===== config.mk =====
export PLATFORM = sky130hd
export DESIGN_NAME = cam_cfg_sequencer
export DESIGN_NICKNAME = d
export VERILOG_FILES = /design/src/rtl/cam_cfg_sequencer.sv
export SDC_FILE = /design/constraint.sdc
export NUM_CORES = 1
export LEC_CHECK = 0
export BUFFER_PORTS_ARGS = -buffer_cell sky130_fd_sc_hd__buf_4
export CAP_MARGIN = 20
export CORE_MARGIN = 5
export CORE_UTILIZATION = 54
export CTS_CLUSTER_DIAMETER = 60
export DETAILED_ROUTE_END_ITERATION = 8
export PLACE_DENSITY = 0.78
export SLEW_MARGIN = 20
export SYNTH_ARGS = -nofsm -noshare
export SYNTH_HDL_FRONTEND = slang
export SYNTH_SLANG_ARGS = --single-unit

===== constraint.sdc =====
create_clock -name i_clk -period 2.54 [get_ports i_clk]
set_input_delay 0.254 -clock i_clk [delete_from_list [all_inputs] [get_ports i_clk]]
set_output_delay 0.254 -clock i_clk [all_outputs]
set_load 0.02 [all_outputs]

===== src/rtl/cam_cfg_sequencer.sv =====
// -----------------------------------------------------------------------------
// cam_cfg_sequencer
//
// Walks a {reg,val} camera init table stored in an external ROM and issues one
// register-write request per entry to the SCCB master. Two in-band markers are
// understood: an all-ones entry ends the table, and an all-ones register with
// value F0 inserts a fixed wait instead of a write. Progress is reported
// through o_busy / o_done / o_entry_cnt, and failures through a sticky o_err.
//
// Optional feature macro: CAM_CFG_RETRY_EN
//   defined   : a NACKed write is re-issued up to MAX_RETRY times per entry
//   undefined : the first NACK aborts the run with o_err
//
// Ports
//   i_clk        system clock
//   i_rst        synchronous reset, active-high
//   i_start      1-cycle pulse, runs the table from address 0 (ignored if busy)
//   o_rom_addr   ROM address
//   i_rom_data   ROM data, valid ROM_LAT cycles after o_rom_addr
//   o_wr_valid   write request valid
//   i_wr_ready   SCCB master accepts the request
//   o_wr_reg     register address of the request
//   o_wr_val     register value of the request
//   i_wr_done    1-cycle pulse, transaction finished
//   i_wr_nack    qualified by i_wr_done, slave NACKed
//   o_busy       sequence in progress
//   o_done       1-cycle pulse, end marker reached without error
//   o_err        sticky error, cleared by i_start or i_rst
//   o_entry_cnt  writes completed in the current run
// -----------------------------------------------------------------------------
module cam_cfg_sequencer #(
  parameter int ADDR_W       = 8,
  parameter int REG_W        = 8,
  parameter int VAL_W        = 8,
  parameter int ROM_LAT      = 1,
  parameter int DELAY_CYCLES = 270000,
  parameter int MAX_RETRY    = 3
) (
  input  logic                   i_clk,
  input  logic                   i_rst,
  input  logic                   i_start,
  output logic [ADDR_W-1:0]      o_rom_addr,
  input  logic [REG_W+VAL_W-1:0] i_rom_data,
  output logic                   o_wr_valid,
  input  logic                   i_wr_ready,
  output logic [REG_W-1:0]       o_wr_reg,
  output logic [VAL_W-1:0]       o_wr_val,
  input  logic                   i_wr_done,
  input  logic                   i_wr_nack,
  output logic                   o_busy,
  output logic                   o_done,
  output logic                   o_err,
  output logic [ADDR_W-1:0]      o_entry_cnt
);

  localparam int DATA_W = REG_W + VAL_W;
  localparam int DLY_W  = (DELAY_CYCLES > 2) ? $clog2(DELAY_CYCLES) : 1;
  localparam int RTY_W  = (MAX_RETRY > 0) ? $clog2(MAX_RETRY + 1) : 1;

  localparam logic [DATA_W-1:0] END_MARK   = '1;
  localparam logic [DATA_W-1:0] DELAY_MARK = {{REG_W{1'b1}}, VAL_W'(8'hF0)};

`ifdef CAM_CFG_RETRY_EN
  localparam bit RETRY_EN = 1'b1;
`else
  localparam bit RETRY_EN = 1'b0;
`endif

  // With retries disabled the limit collapses to zero, so the same NACK path
  // serves both builds and the first NACK goes straight to ERROR.
  localparam int RETRY_LIMIT = RETRY_EN ? MAX_RETRY : 0;

  typedef enum logic [2:0] {
    S_IDLE,
    S_FETCH,
    S_DECODE,
    S_ISSUE,
    S_WAIT,
    S_DELAY,
    S_DONE,
    S_ERROR
  } state_t;

  state_t             state_q, state_d;
  logic [ADDR_W-1:0]  addr_q, addr_d;
  logic               valid_q, valid_d;
  logic [REG_W-1:0]   reg_q, reg_d;
  logic [VAL_W-1:0]   val_q, val_d;
  logic               busy_q, busy_d;
  logic               done_q, done_d;
  logic               err_q, err_d;
  logic [ADDR_W-1:0]  cnt_q, cnt_d;
  logic [RTY_W-1:0]   retry_q, retry_d;
  logic [DLY_W-1:0]   delay_q, delay_d;
  logic               lat_q, lat_d;
  logic               advance;
  logic               fail;

  // State register plus every registered output; reset is synchronous so a
  // request that is pending in ISSUE is withdrawn at the reset edge itself.
  always_ff @(posedge i_clk) begin
    if (i_rst) begin
      state_q <= S_IDLE;
      addr_q  <= '0;
      valid_q <= 1'b0;
      reg_q   <= '0;
      val_q   <= '0;
      busy_q  <= 1'b0;
      done_q  <= 1'b0;
      err_q   <= 1'b0;
      cnt_q   <= '0;
      retry_q <= '0;
      delay_q <= '0;
      lat_q   <= 1'b0;
    end else begin
      state_q <= state_d;
      addr_q  <= addr_d;
      valid_q <= valid_d;
      reg_q   <= reg_d;
      val_q   <= val_d;
      busy_q  <= busy_d;
      done_q  <= done_d;
      err_q   <= err_d;
      cnt_q   <= cnt_d;
      retry_q <= retry_d;
      delay_q <= delay_d;
      lat_q   <= lat_d;
    end
  end

  // Next-state logic. States compute 'advance' (move to the next entry) and
  // 'fail' (abort the run); those are applied after the case so the wrap
  // check and the error bookkeeping live in exactly one place.
  always_comb begin
    state_d = state_q;
    addr_d  = addr_q;
    valid_d = valid_q;
    reg_d   = reg_q;
    val_d   = val_q;
    busy_d  = busy_q;
    done_d  = 1'b0;
    err_d   = err_q;
    cnt_d   = cnt_q;
    retry_d = retry_q;
    delay_d = delay_q;
    lat_d   = lat_q;
    advance = 1'b0;
    fail    = 1'b0;

    case (state_q)
      // DONE and ERROR last one cycle with o_busy already low, so a start
      // arriving there is honoured just like one arriving in IDLE.
      S_IDLE, S_DONE, S_ERROR: begin
        state_d = S_IDLE;
        if (i_start) begin
          addr_d  = '0;
          err_d   = 1'b0;
          cnt_d   = '0;
          busy_d  = 1'b1;
          lat_d   = 1'b0;
          state_d = S_FETCH;
        end
      end

      S_FETCH: begin
        if (int'(lat_q) == ROM_LAT - 1) begin
          state_d = S_DECODE;
        end else begin
          lat_d = lat_q + 1'b1;
        end
      end

      S_DECODE: begin
        if (i_rom_data == END_MARK) begin
          done_d  = 1'b1;
          busy_d  = 1'b0;
          state_d = S_DONE;
        end else if (i_rom_data == DELAY_MARK) begin
          delay_d = '0;
          state_d = S_DELAY;
        end else begin
          reg_d   = i_rom_data[DATA_W-1:VAL_W];
          val_d   = i_rom_data[VAL_W-1:0];
          valid_d = 1'b1;
          retry_d = '0;
          state_d = S_ISSUE;
        end
      end

      S_ISSUE: begin
        if (i_wr_ready) begin
          valid_d = 1'b0;
          state_d = S_WAIT;
        end
      end

      S_WAIT: begin
        if (i_wr_done) begin
          if (!i_wr_nack) begin
            cnt_d   = cnt_q + 1'b1;
            advance = 1'b1;
          end else if (int'(retry_q) < RETRY_LIMIT) begin
            retry_d = retry_q + 1'b1;
            valid_d = 1'b1;
            state_d = S_ISSUE;
          end else begin
            fail = 1'b1;
          end
        end
      end

      S_DELAY: begin
        if (int'(delay_q) == DELAY_CYCLES - 1) begin
          advance = 1'b1;
        end else begin
          delay_d = delay_q + 1'b1;
        end
      end

      default: state_d = S_IDLE;
    endcase

    // Running off the last ROM address means the table has no end marker;
    // treat that as an error instead of wrapping back to entry 0.
    if (advance) begin
      if (addr_q == '1) begin
        fail = 1'b1;
      end else begin
        addr_d  = addr_q + 1'b1;
        lat_d   = 1'b0;
        state_d = S_FETCH;
      end
    end

    if (fail) begin
      err_d   = 1'b1;
      busy_d  = 1'b0;
      state_d = S_ERROR;
    end
  end

  assign o_rom_addr  = addr_q;
  assign o_wr_valid  = valid_q;
  assign o_wr_reg    = reg_q;
  assign o_wr_val    = val_q;
  assign o_busy      = busy_q;
  assign o_done      = done_q;
  assign o_err       = err_q;
  assign o_entry_cnt = cnt_q;

endmodule


==> Yosys cells after proc, flatten, opt, wreduce, memory -nomap -nowiden <==
Cells that the tools add are included.
{ "classes": {"addsub": 4, "multipliers": 0, "n_div": 0, "order_cmp": 0, "eq_ne": 20, "shifts": 0, "mux": 46, "bitwise": 3, "n_reduce_logical": 16} }
{ "op_table": {"columns": ["cell", "n"], "rows": [
  ["19-bit 2-to-1 mux", 3],
  ["8-bit 2-to-1 mux", 7],
  ["19-bit one-hot mux with 2 select lines", 1],
  ["16-bit equality test (second input constant)", 2],
  ["1-bit 2-to-1 mux", 22],
  ["3-bit 2-to-1 mux", 7],
  ["19-bit by 1-bit adder with 19-bit output (second input constant)", 1],
  ["19-bit equality test (second input constant)", 1],
  ["2-bit != test (second input constant)", 9],
  ["8-bit by 1-bit adder with 8-bit output (second input constant)", 2],
  ["8-bit one-hot mux with 2 select lines", 1],
  ["3-bit equality test (second input constant)", 4],
  ["3-bit one-hot mux with 4 select lines", 1],
  ["4-bit AND reduction", 3],
  ["2-bit nonzero test", 6],
  ["8-bit equality test (second input constant)", 1],
  ["1-bit one-hot mux with 2 select lines", 4],
  ["3-bit by 2-bit equality test with 1-bit output (second input constant)", 2],
  ["3-bit AND reduction", 2],
  ["2-bit OR reduction", 2],
  ["3-bit by 1-bit equality test with 1-bit output (second input constant)", 1],
  ["3-bit logical NOT", 1],
  ["1-bit inverter", 3],
  ["3-bit OR reduction", 1],
  ["other kinds (2)", 2]
]} }
{ "word_totals": {"reg_bits": 59, "latchBits": 0, "ramBits": 0, "rom_bits": 0, "inputBits": 22, "word_cells": 100, "memories": 0} }

==> Logic depth before layout (Yosys ltp) <==
Gate-level depths: netlist (run 1).
{ "logic_depth": {"word_depth": 7, "depth_mapped": 8} }

==> Worst setup path before layout (run 1) <==
OpenSTA, ideal clock, no wires.
{ "synth_path": {"path_kind": "register -> register", "startpoint": "register delay_q[0]", "endpoint": "register addr_q[3], in the netlist o_rom_addr[3]", "setup_time_ns": 0.122, "arrival_ns": 2.014, "required_time_ns": 2.418, "slack_ns": 0.404, "path_stages_with_launch": 8, "n_path_buf": 0, "cell_sequence": "dfxtp_1 -> ha_1 -> nand3_1 -> or4_1 -> nor4_2 -> o21ai_1 -> nor2b_1 -> a221o_1"} }
{ "synth_via": {"elab_chain_len": 4} }
{ "synth_lines": {"columns": ["item", "line", "rtl"], "rows": [
  ["from (decl)", "94", "logic [DLY_W-1:0] delay_q, delay_d;"],
  ["from (signal assigned)", "126", "delay_q <= delay_d;"],
  ["19-bit equality test", "213", "if (int'(delay_q) == DELAY_CYCLES - 1) begin"],
  ["1-bit 2-to-1 mux", "213", null],
  ["1-bit one-hot mux with 2 select lines", "150", "case (state_q)"],
  ["8-bit 2-to-1 mux", "225", "if (advance) begin"],
  ["to (signal assigned)", "117", "addr_q <= addr_d;"],
  ["to (decl)", "85", "logic [ADDR_W-1:0] addr_q, addr_d;"]
]} }
No other way between the ends.
A chain may end at the register's enable or synchronous reset.

==> Worst setup path after layout (run 1) <==
Same ends and word-level chain as after synthesis.

==> results of run 1 <==
==> layer usage <==
layer,GRT usage [%],up-vias,part of all wire [%]
met3,7.81,6,6.9
met1,24.5,1179,44
met5,0,-,0
li1,-,1263,-
met2,34.1,67,48
met4,8.14,0,1.3
==> worst max-delay path, cell delays in order, from the launching register on <==
cell     delay [ns]
dfxtp_1        0.38
ha_1           0.20
nand3_1        0.13
or4_4          0.47
nor4_2         0.25
o21ai_1        0.18
nor2b_1        0.25
a221o_1        0.37
==> final timing paths <==
kind	start	end	slack (ns)	depth (start not counted)
hold reg to reg	o_err	o_err	0.49	2
setup / recovery	delay_q[0]	o_rom_addr[3]	0.20	7
setup reg to reg	delay_q[0]	o_rom_addr[3]	0.20	7
hold / removal	i_rom_data[12]	o_wr_reg[4]	0.16	3
==> power by group through the flow <==
stage | clock network [mW] | logic (mW) | registers [mW]
after detailed placement | 0 | 0.935 | 1.17
after global routing | 0.834 | 1.02 | 1.17
final | 0.768 | 0.946 | 1.15
after global placement | 0 | 0.914 | 1.16
after floorplan | 0 | 0.568 | 1.21
after CTS | 0.788 | 0.936 | 1.15
==> cell usage after synthesis, drive strengths merged, types with 2 or more instances <==
| cell | number | area [um^2] |
|---|---|---|
| and3 | 8 | 50.1 |
| or3 | 3 | 18.8 |
| and4 | 2 | 17.5 |
| mux2i | 20 | 200 |
| nand2b | 2 | 12.5 |
| a22o | 2 | 17.5 |
| clkbuf | 5 | 18.8 |
| a221o | 3 | 30.0 |
| nor2b | 3 | 18.8 |
| nor4 | 8 | 62.6 |
| or2 | 2 | 12.5 |
| nand2 | 19 | 71.3 |
| inv | 4 | 15.0 |
| xor2 | 6 | 52.6 |
| nor3 | 14 | 70.1 |
| nand4 | 14 | 87.6 |
| a31oi | 3 | 18.8 |
| xnor2 | 19 | 166 |
| nand3 | 7 | 35.0 |
| ha | 3 | 37.5 |
| dfxtp | 59 | 1180 |
| and2 | 2 | 12.5 |
| buf | 8 | 37.5 |
| a21oi | 12 | 60.1 |
| nand3b | 3 | 22.5 |
| nor2 | 54 | 203 |
| o21ai | 7 | 38.8 |
| nor4b | 6 | 52.6 |
| o41ai | 2 | 55.1 |
| nor3b | 3 | 22.5 |
==> cell families (layout without fill, tap and decap cells) <==
family	Yosys count	in the layout	share of synthesized area [%]
flip-flops	59	59	42.1
multiplexers	20	20	7.13
buffers and inverters	17	86	2.54
AND/OR/NAND/NOR	155	155	29.0
AO/OA/AOI/OAI	36	36	10.1
XOR/XNOR	25	25	7.80
adder cells (fa/ha/maj)	3	3	1.34
==> what timing repair did <==
action                     CTS  global route
setup endpoints to repair    0             2
gates resized for setup      0             1
setup buffers                0             1
==> metrics by stage <==
| stage | hold slack (ns) | std cells | power, mW | setup slack, ns |
|---|---|---|---|---|
| floorplan | 0.401 | 315 | 1.78 | 0.404 |
| global placement | 0.443 | 437 | 2.08 | 0.261 |
| detailed placement | 0.484 | 437 | 2.10 | 0.174 |
| CTS | 0.151 | 453 | 2.88 | 0.138 |
| global route | 0.165 | 454 | 3.02 | 0.0218 |
| finish | 0.163 | 454 | 2.87 | 0.196 |
==> area by class of cell <==
cell class	instances	area [um^2]	area share [%]
repair buffers	66	495	14.1
clock buffers	12	155	4.41
multi-input cells	239	1560	44.3
clock inverters	4	25.0	0.711
inverters	4	15.0	0.426
well taps	70	87.6	2.49
flip-flops and latches	59	1180	33.5
==> summary.md, run 1 <==
| Metric | Value |
|---|---|
| HPWL after DPL | `4.65 mm` |
| Critical Path RT | `2.76 ns` |
| Leakage power total | `1.34 nW` |
| Tmin final | `approximately 2.3 ns` |
| Cts hold-fix bufs | `0` |
| Slew headroom | `54.8%` |
| Crit path DAT | `2.56 ns` |
| Total number of vias | `2515` |
| # clock sinks | `59` |
| Hold Path Class | `input pin to flop` |
| Detailed Routing Iterations Pass 1 | `4` |
| CTS Root Cell | `clkbuf_8` |
| Async SR Flop Fraction | `0%` |
| Final WL | `6.30 mm` |
| # port buffers | `57` |
| Final worst path period share | `92.3%` |
| # DRC | `0` |
| Initial antenna violation count | `0` |
| EDFF count, synth | `0` |
| Antenna-violating nets left | `0` |
| Slew of the pin with the lowest slew margin | `0.676 ns` |
| Psw | `1.01 mW` |
| Latest clock arrival within the worst-skew pair | `roughly 0.33 ns` |
| Final Hold Vio Count | `0` |
| Unrepaired setup endpoints after global routing | `no` |
| Die height | `82.1 um` |
| Fillers | `437` |
| Worst Skew | `between 0.005 and 0.006 ns` |
| CP endpoint kind | `flop` |
| Grt ovf | `0` |
| Library cells used by synthesis | `47` |
| Register share of total power | `40.2%` |
| Vias in the first global route | `2447` |
| CTS tree | `built` |
| Setup TNS Final | `0 ns` |
| Vias/cell | `5.54` |
| Post-route cell area | `3520 um^2` |
| Yosys warns | `0` |
| Layout Nets | `404` |
| Syn Inst Count | `315` |
| DP Area | `3330 um^2` |
| Synth Cell Area | `2810 um^2` |
| Clk pwr share | `26.8%` |
| N_diodes | `0` |
| Ys flop type | `dfxtp_1` |
| Sequential share of the synthesized area | `42.1%` |
| Largest net degree at the start of global routing | `34` |
| Most frequent cells in the layout | `66 x buf_4, 59 x dfxtp_1, 54 x nor2_1` |
| CTS buffer count | `9` |
| P&R area growth vs syn | `25.5%` |
| Fmax | `approximately 430 MHz` |
| Run status | `completed` |
| PwrDens | `a little over 800 nW/um^2` |
| Worst IR Drop VDD | `0.000559 V` |
| Gr usage total | `20.8%` |
| Max Cap Viol | `0` |
| Switch share | `35.3%` |
| Clock transition at path regs | `0.07 ns` |
| Drt wl/cell | `13.9 um` |
| CP Max Fanout | `5` |
| Die Width | `82.1 um` |
| Synthesized area per cell | `8.91 um^2` |
| Num rows | `26` |
| Max Slew Vio Count | `0` |
| GP Congestion | `around 0.84` |
| First-pass GRT wire length | `10.9 mm` |
| Final setup viols | `0` |
| H-tree lvl count | `3` |
| Layout cells sized above 1 | `23.7%` |
| Final core utilization | `between 60 and 70%` |
| Largest register FFs | `19` |
| Syn_nets | `340` |
| Starting Density | `55.3%` |
| Deepest clock path buffer count | `2` |
| Die area | `6740 um^2` |
| Most common cell after layout, fill and taps aside | `buf_4` |
| Io pins | `58` |
| Internal power | `1.86 mW` |
| Synthesized flop and latch total | `59` |
| Core area | `5070 um^2` |
| Crit path launch type | `flop` |
| Crit Path Class | `flop to flop` |
| Largest reg by FF count | `delay_q` |
| Initial drt markers | `170` |
| Combinational share of power | `about a third` |
(Power assumes the default switching activity.)
==> run 2: changes to the inputs <==
ABC_AREA = 1   (was unset)
CORE_UTILIZATION = 55   (was 54)
==> summary.md, run 2 <==
| Metric | Value |
|---|---|
| Run status | `completed` |
| Ys flop type | `dfxtp_1` |
| GP Congestion | `0.926` |
| Worst R2R Setup Slack | `0.56 ns` |
| CTS Root Cell | `clkbuf_8` |
| Io pins | `58` |
| Die height | `85.0 um` |
| Total number of vias | `3100` |
| CP bufs+invs | `1` |
| Post-CTS setup buffers | `0` |
| Hold_ws | `approximately 0.21 ns` |
| Synth Cell Area | `approximately 3100 um^2` |
| Core area | `5470 um^2` |
| Final WL | `7.25 mm` |
| Sequential share of the synthesized area | `38.2%` |
| Num rows | `27` |
| Max Cap Viol | `0` |
| Library cells used by synthesis | `28` |
| # port buffers | `57` |
| Vias in the first global route | `2821` |
| Most frequent cells in the layout | `125 x nand2_1, 72 x nor2_1, 59 x dfxtp_1` |
| CTS tree | `built` |
| CP peak stage delay | `roughly 0.45 ns` |
| Post-synth top area share | `approximately two fifths` |
| Deepest clock path buffer count | `2` |
| Largest reg by FF count | `delay_q` |
| Final Hold Vio Count | `0` |
| CP endpoint kind | `flop` |
| Gr usage total | `between 20% and 30%` |
| Worst path cell trace | `ha_1, nand3_2, nor2_1, nand3_1, nand2_1, nand2_2, inv_2, o21ai_0, a21oi_1` |
| Critical Path RT | `2.80 ns` |
| Cts hold-fix bufs | `0` |
| Hold Path Class | `input pin to flop` |
| Clock transition at path regs | `0.07 ns` |
| Leakage power total | `1.52 nW` |
| Crit Path Class | `flop to flop` |
| H-tree lvl count | `3` |
| Final worst path period share | `77.8%` |
| PwrDens | `between 500 and 600 nW/um^2` |
| Most common cell after layout, fill and taps aside | `nand2_1` |
| Crit path launch type | `flop` |
| Non-Filler Instances | `603` |
| Synth cell count leaders | `125 x nand2_1, 72 x nor2_1, 59 x dfxtp_1` |
| Initial antenna violation count | `0` |
| Placed cells | `approximately 600` |
| Antenna-violating nets left | `0` |
| Worst path slowest cell | `dfxtp_1` |
| Total Power | `about 2.2 mW` |
| Drt wl/cell | `12.0 um` |
| Unrepaired setup endpoints after global routing | `no` |
| N_diodes | `0` |
| Slew of the pin with the lowest slew margin | `0.645 ns` |
| Top-count cell post-synth | `nand2_1` |
| Synthesized flop and latch total | `59` |
| Syn_nets | `496` |
| Grt ovf | `0` |
| Die Width | `between 80 and 90 um` |
| Min-Delay Startpoint | `i_rom_data[5]` |
| CP Max Fanout | `13` |
| Crit path DAT | `2.24 ns` |
| Syn Inst Count | `471` |
| HPWL after DPL | `between 5 and 6 mm` |
| P&R area growth vs syn | `21.3%` |
| # DRC | `0` |
| Yosys warns | `0` |
| Slew headroom | `57.0%` |
| Fillers | `503` |
| Detailed Routing Iterations Pass 1 | `4` |
| EDFF count, synth | `0` |
| Largest cells by area after synthesis | `dfxtp_1 38%, nand2_1 15%, nor2_1 8.7%, a21oi_1 7.8%, nand3_1 7.8%` |
| Max Slew Vio Count | `0` |
| First-pass GRT wire length | `12.4 mm` |
| Fmax | `slightly above 500 MHz` |
| CTS buffer count | `9` |
| Layout cells sized above 1 | `17.7%` |
| Latest clock arrival within the worst-skew pair | `0.33 ns` |
| Layout Nets | `553` |
| R2R Path Start | `delay_q[0]` |
| Worst Skew | `0.00632 ns` |
| Initial drt markers | `between 100 and 150` |
| Setup TNS Final | `0 ns` |
| Cell family with most CP delay | `simple AND/OR/NAND/NOR gates` |
| Crit. Startpoint | `delay_q[0]` |
| # clock sinks | `59` |
| PostCTS Resize Cnt | `0` |
| Starting Density | `between 50% and 60%` |
| Synthesized area per cell | `6.56 um^2` |
| Async SR Flop Fraction | `0%` |
| Vias/cell | `5.14` |
| Final setup viols | `0` |
| Die area | `between 7000 and 8000 um^2` |
| Worst IR Drop VDD | `0.000401 V` |
| Largest net degree at the start of global routing | `46` |
| Cell taking the most area after synthesis | `dfxtp_1` |
| Largest register FFs | `19` |
| Tmin final | `a little under 2 ns` |
run 2: cell count changes in the layout (fill, tap and decap cells not counted), moves of 9 or more:
cell     delta
nand3_1    +41
a21oi_1    +37
nor2_1     +18
inv_1      +34
buf_4       -9
xnor2_1    -18
mux2i_1    -20
nand2_1   +106
run 2: kinds of logic (layout without fill, tap and decap cells):
kind of cell    count (synthesis)  in the layout  share of synthesized area, %
xor+xnor                       13             13                          3.68
buf+inv                        53            113                          7.00
fa+ha+maj                       3              3                          1.21
flops                          59             59                          38.2
compound gates                 60             60                          10.0
simple gates                  283            283                          39.9
run 2: layout make-up:
class / instances / area [um^2] / area share, %
Clock buffer: 12 / 165 / 4.40
Clock inverter: 2 / 35.0 / 0.934
Timing Repair Buffer: 57 / 428 / 11.4
Tap cell: 72 / 90.1 / 2.40
Multi-Input combinational cell: 359 / 1690 / 45.2
Sequential cell: 59 / 1180 / 31.5
Inverter: 42 / 158 / 4.20
run 2: metrics by stage:
step           utilization [%]  instance area (um^2)  worst slack, ns
2_1_floorplan                -                  3090            0.914
3_3_place_gp              64.9                  3550            0.594
3_5_place_dp              64.9                  3550            0.581
4_1_cts                   68.5                  3750            0.563
5_1_grt                   68.5                  3750            0.364
6_report                  68.5                  3750            0.563
run 2: worst register-to-register path, stage by stage, from the launching register on:
cell and delay [ns]:
dfxtp_1 0.45, ha_1 0.31, nand3_2 0.17, nor2_1 0.13
nand3_1 0.15, nand2_1 0.15, nand2_2 0.18, inv_2 0.16
o21ai_0 0.10, a21oi_1 0.12
run 2: final timing paths:
kind | end | cells after the start
setup / recovery | o_rom_addr[5] | 9
hold / removal | o_wr_val[5] | 3
setup reg to reg | o_rom_addr[5] | 9
hold reg to reg | o_wr_val[2] | 2
run 2: power by group:
part           internal [mW]  switching, mW  total, mW
registers              0.964         0.0295      0.994
clock network          0.521          0.356      0.877
logic                  0.123          0.218      0.340
run 2: per-layer routing:
layer / vias up / global-route usage (%) / wire length (um)
met5: - / 0 / 0
met1: 1401 / 26.2 / 3370
li1: 1629 / - / -
met3: 7 / 5.24 / 347
met2: 63 / 33.5 / 3450
met4: 0 / 7.77 / 79
==> run 3: changes to the inputs <==
clock period = 2 ns   (was 2.54 ns; I/O delays follow)
==> summary.md, run 3 (same netlist as run 2, synthesis figures left out) <==
| Metric | Value |
|---|---|
| Reg-to-Reg End | `o_rom_addr[5]` |
| Cell family with most CP delay | `simple AND/OR/NAND/NOR gates` |
| # clock sinks | `59` |
| Clock transition at path regs | `0.06 ns` |
| # port buffers | `57` |
| Antenna-violating nets left | `0` |
| Place WS | `0.211 ns` |
| First-pass GRT wire length | `around 13 mm` |
| Crit Path Class | `flop to flop` |
| Final worst path period share | `89.5%` |
| Num rows | `27` |
| Worst path cell trace | `ha_2, nand3_2, nor2_1, nand3_1, nand2_1, nand2_2, inv_2, o21ai_0, a21oi_1` |
| Critical Path RT | `between 2 and 2.5 ns` |
| Unrepaired setup endpoints after global routing | `no` |
| Gr usage total | `21.2%` |
| # DRC | `0` |
| Latest clock arrival within the worst-skew pair | `0.33 ns` |
| Vias in the first global route | `3076` |
| Min-Delay Startpoint | `i_rom_data[15]` |
| Combinational share of power | `15.5%` |
| Max Cap Viol | `0` |
| Most common cell after layout, fill and taps aside | `nand2_1` |
| Register share of total power | `44.8%` |
| CTS Root Cell | `clkbuf_8` |
| Setup TNS Final | `0 ns` |
| Hold endpoint | `o_wr_reg[7]` |
| Cts hold-fix bufs | `0` |
| Most frequent cells in the layout | `125 x nand2_1, 72 x nor2_1, 61 x buf_4` |
| Crit path DAT | `a little over 2 ns` |
| Largest net degree at the start of global routing | `46` |
| HPWL after DPL | `5.35 mm` |
| Die area | `7220 um^2` |
| Post-route cell area | `between 3000 and 4000 um^2` |
| Vias/cell | `5.17` |
| Run status | `completed` |
| Initial drt markers | `approximately 110` |
| Slew of the pin with the lowest slew margin | `0.474 ns` |
| Worst path slowest cell | `dfxtp_1` |
| CTS buffer count | `9` |
| CP Max Fanout | `13` |
| Hold Path Cell Cnt | `3` |
| CP endpoint kind | `flop` |
| Worst R2R Setup Slack | `0.21 ns` |
| Final Hold Vio Count | `0` |
| Clk pwr share | `39.7%` |
| Total number of vias | `3146` |
| PwrDens | `746 nW/um^2` |
| Die Width | `85.0 um` |
| Starting Density | `56.5%` |
| Final Worst Setup Slack | `0.210 ns` |
| PostCTS Resize Cnt | `0` |
| Largest register FFs | `19` |
| Die height | `approximately 85 um` |
| Final core utilization | `between 60% and 70%` |
| Switch share | `a little over a quarter` |
| Slew headroom | `68.2%` |
| Hold Path Class | `input pin to flop` |
| Final WL | `7.39 mm` |
| Largest reg by FF count | `delay_q` |
| Psw | `roughly 0.76 mW` |
| R2R Path Start | `delay_q[1]` |
| Grt ovf | `0` |
| Io pins | `58` |
| DP Area | `3580 um^2` |
| Worst Skew | `0.00551 ns` |
| H-tree lvl count | `3` |
| R2R cell count | `9` |
| CTS tree | `built` |
| Leakage power total | `1.54 nW` |
| GP Congestion | `0.891` |
| N_diodes | `0` |
| CP bufs+invs | `1` |
| Internal power | `around 2.1 mW` |
| Deepest clock path buffer count | `2` |
| Post-CTS setup buffers | `0` |
| Fmax | `about 560 MHz` |
| P&R area growth vs syn | `22.6%` |
| Core area | `5470 um^2` |
| Layout Nets | `557` |
| Tmin final | `approximately 1.8 ns` |
| Crit path launch type | `flop` |
| Final setup viols | `0` |
| Detailed Routing Iterations Pass 1 | `5` |
| Drt wl/cell | `between 10 and 15 um` |
| Worst IR Drop VDD | `between 0.0004 and 0.0005 V` |
| Max Slew Vio Count | `0` |
| Layout cells sized above 1 | `18.2%` |
| Initial antenna violation count | `0` |
| CP peak stage delay | `0.37 ns` |
run 3: cell types whose count changed in the layout (fill, tap and decap cells not counted):
cell,change
ha_2,+1
clkinv_2,-1
buf_4,+4
ha_1,-1
clkbuf_1,+3
run 3: worst max-delay path by stage:
stage | endpoint | depth (start not counted) | slack, ns | startpoint
floorplan | o_rom_addr[1] | 9 | 0.37 | delay_q[0]
global placement | o_rom_addr[5] | 9 | 0.30 | delay_q[1]
detailed placement | o_rom_addr[5] | 9 | 0.21 | delay_q[1]
CTS | o_rom_addr[5] | 9 | 0.18 | delay_q[1]
global route | o_rom_addr[5] | 9 | 0.01 | delay_q[1]
finish | o_rom_addr[5] | 9 | 0.21 | delay_q[1]
run 3: through the flow:
stage,hold WS (ns),power (mW),std cells
2_1_floorplan,0.365,1.57,471
3_3_place_gp,0.450,1.72,593
3_5_place_dp,0.454,1.73,593
4_1_cts,0.133,2.86,609
5_1_grt,0.140,2.96,609
6_report,0.154,2.83,609
run 3: area by class of cell:
cell class | instances | area (um^2)
clock buffer | 15 | 176
clock inverter | 1 | 30.0
fill | 494 | 1680
inverter | 42 | 158
multi-input combinational | 359 | 1700
sequential | 59 | 1180
tap | 72 | 90.1
timing repair buffer | 61 | 458
run 3: worst reg2reg max path, cell delays in order, from the launching register on:
cell	delay, ns
dfxtp_1	0.37
ha_2	0.24
nand3_2	0.13
nor2_1	0.12
nand3_1	0.13
nand2_1	0.14
nand2_2	0.18
inv_2	0.16
o21ai_0	0.12
a21oi_1	0.13
run 3: layer usage:
metal / global-route usage, % / vias up / wire length [um]
li1: - / 1634 / -
met1: 25.2 / 1421 / 3340
met2: 36.2 / 79 / 3500
met3: 5.83 / 12 / 440
met4: 8.06 / 0 / 112
met5: 0 / - / 0
run 3: power by group through the flow:
stage	clock network, mW	logic, mW	registers, mW
after global routing	1.20	0.486	1.27
after CTS	1.15	0.442	1.26
after floorplan	0	0.238	1.33
after global placement	0	0.432	1.29
final	1.12	0.438	1.26
after detailed placement	0	0.440	1.29
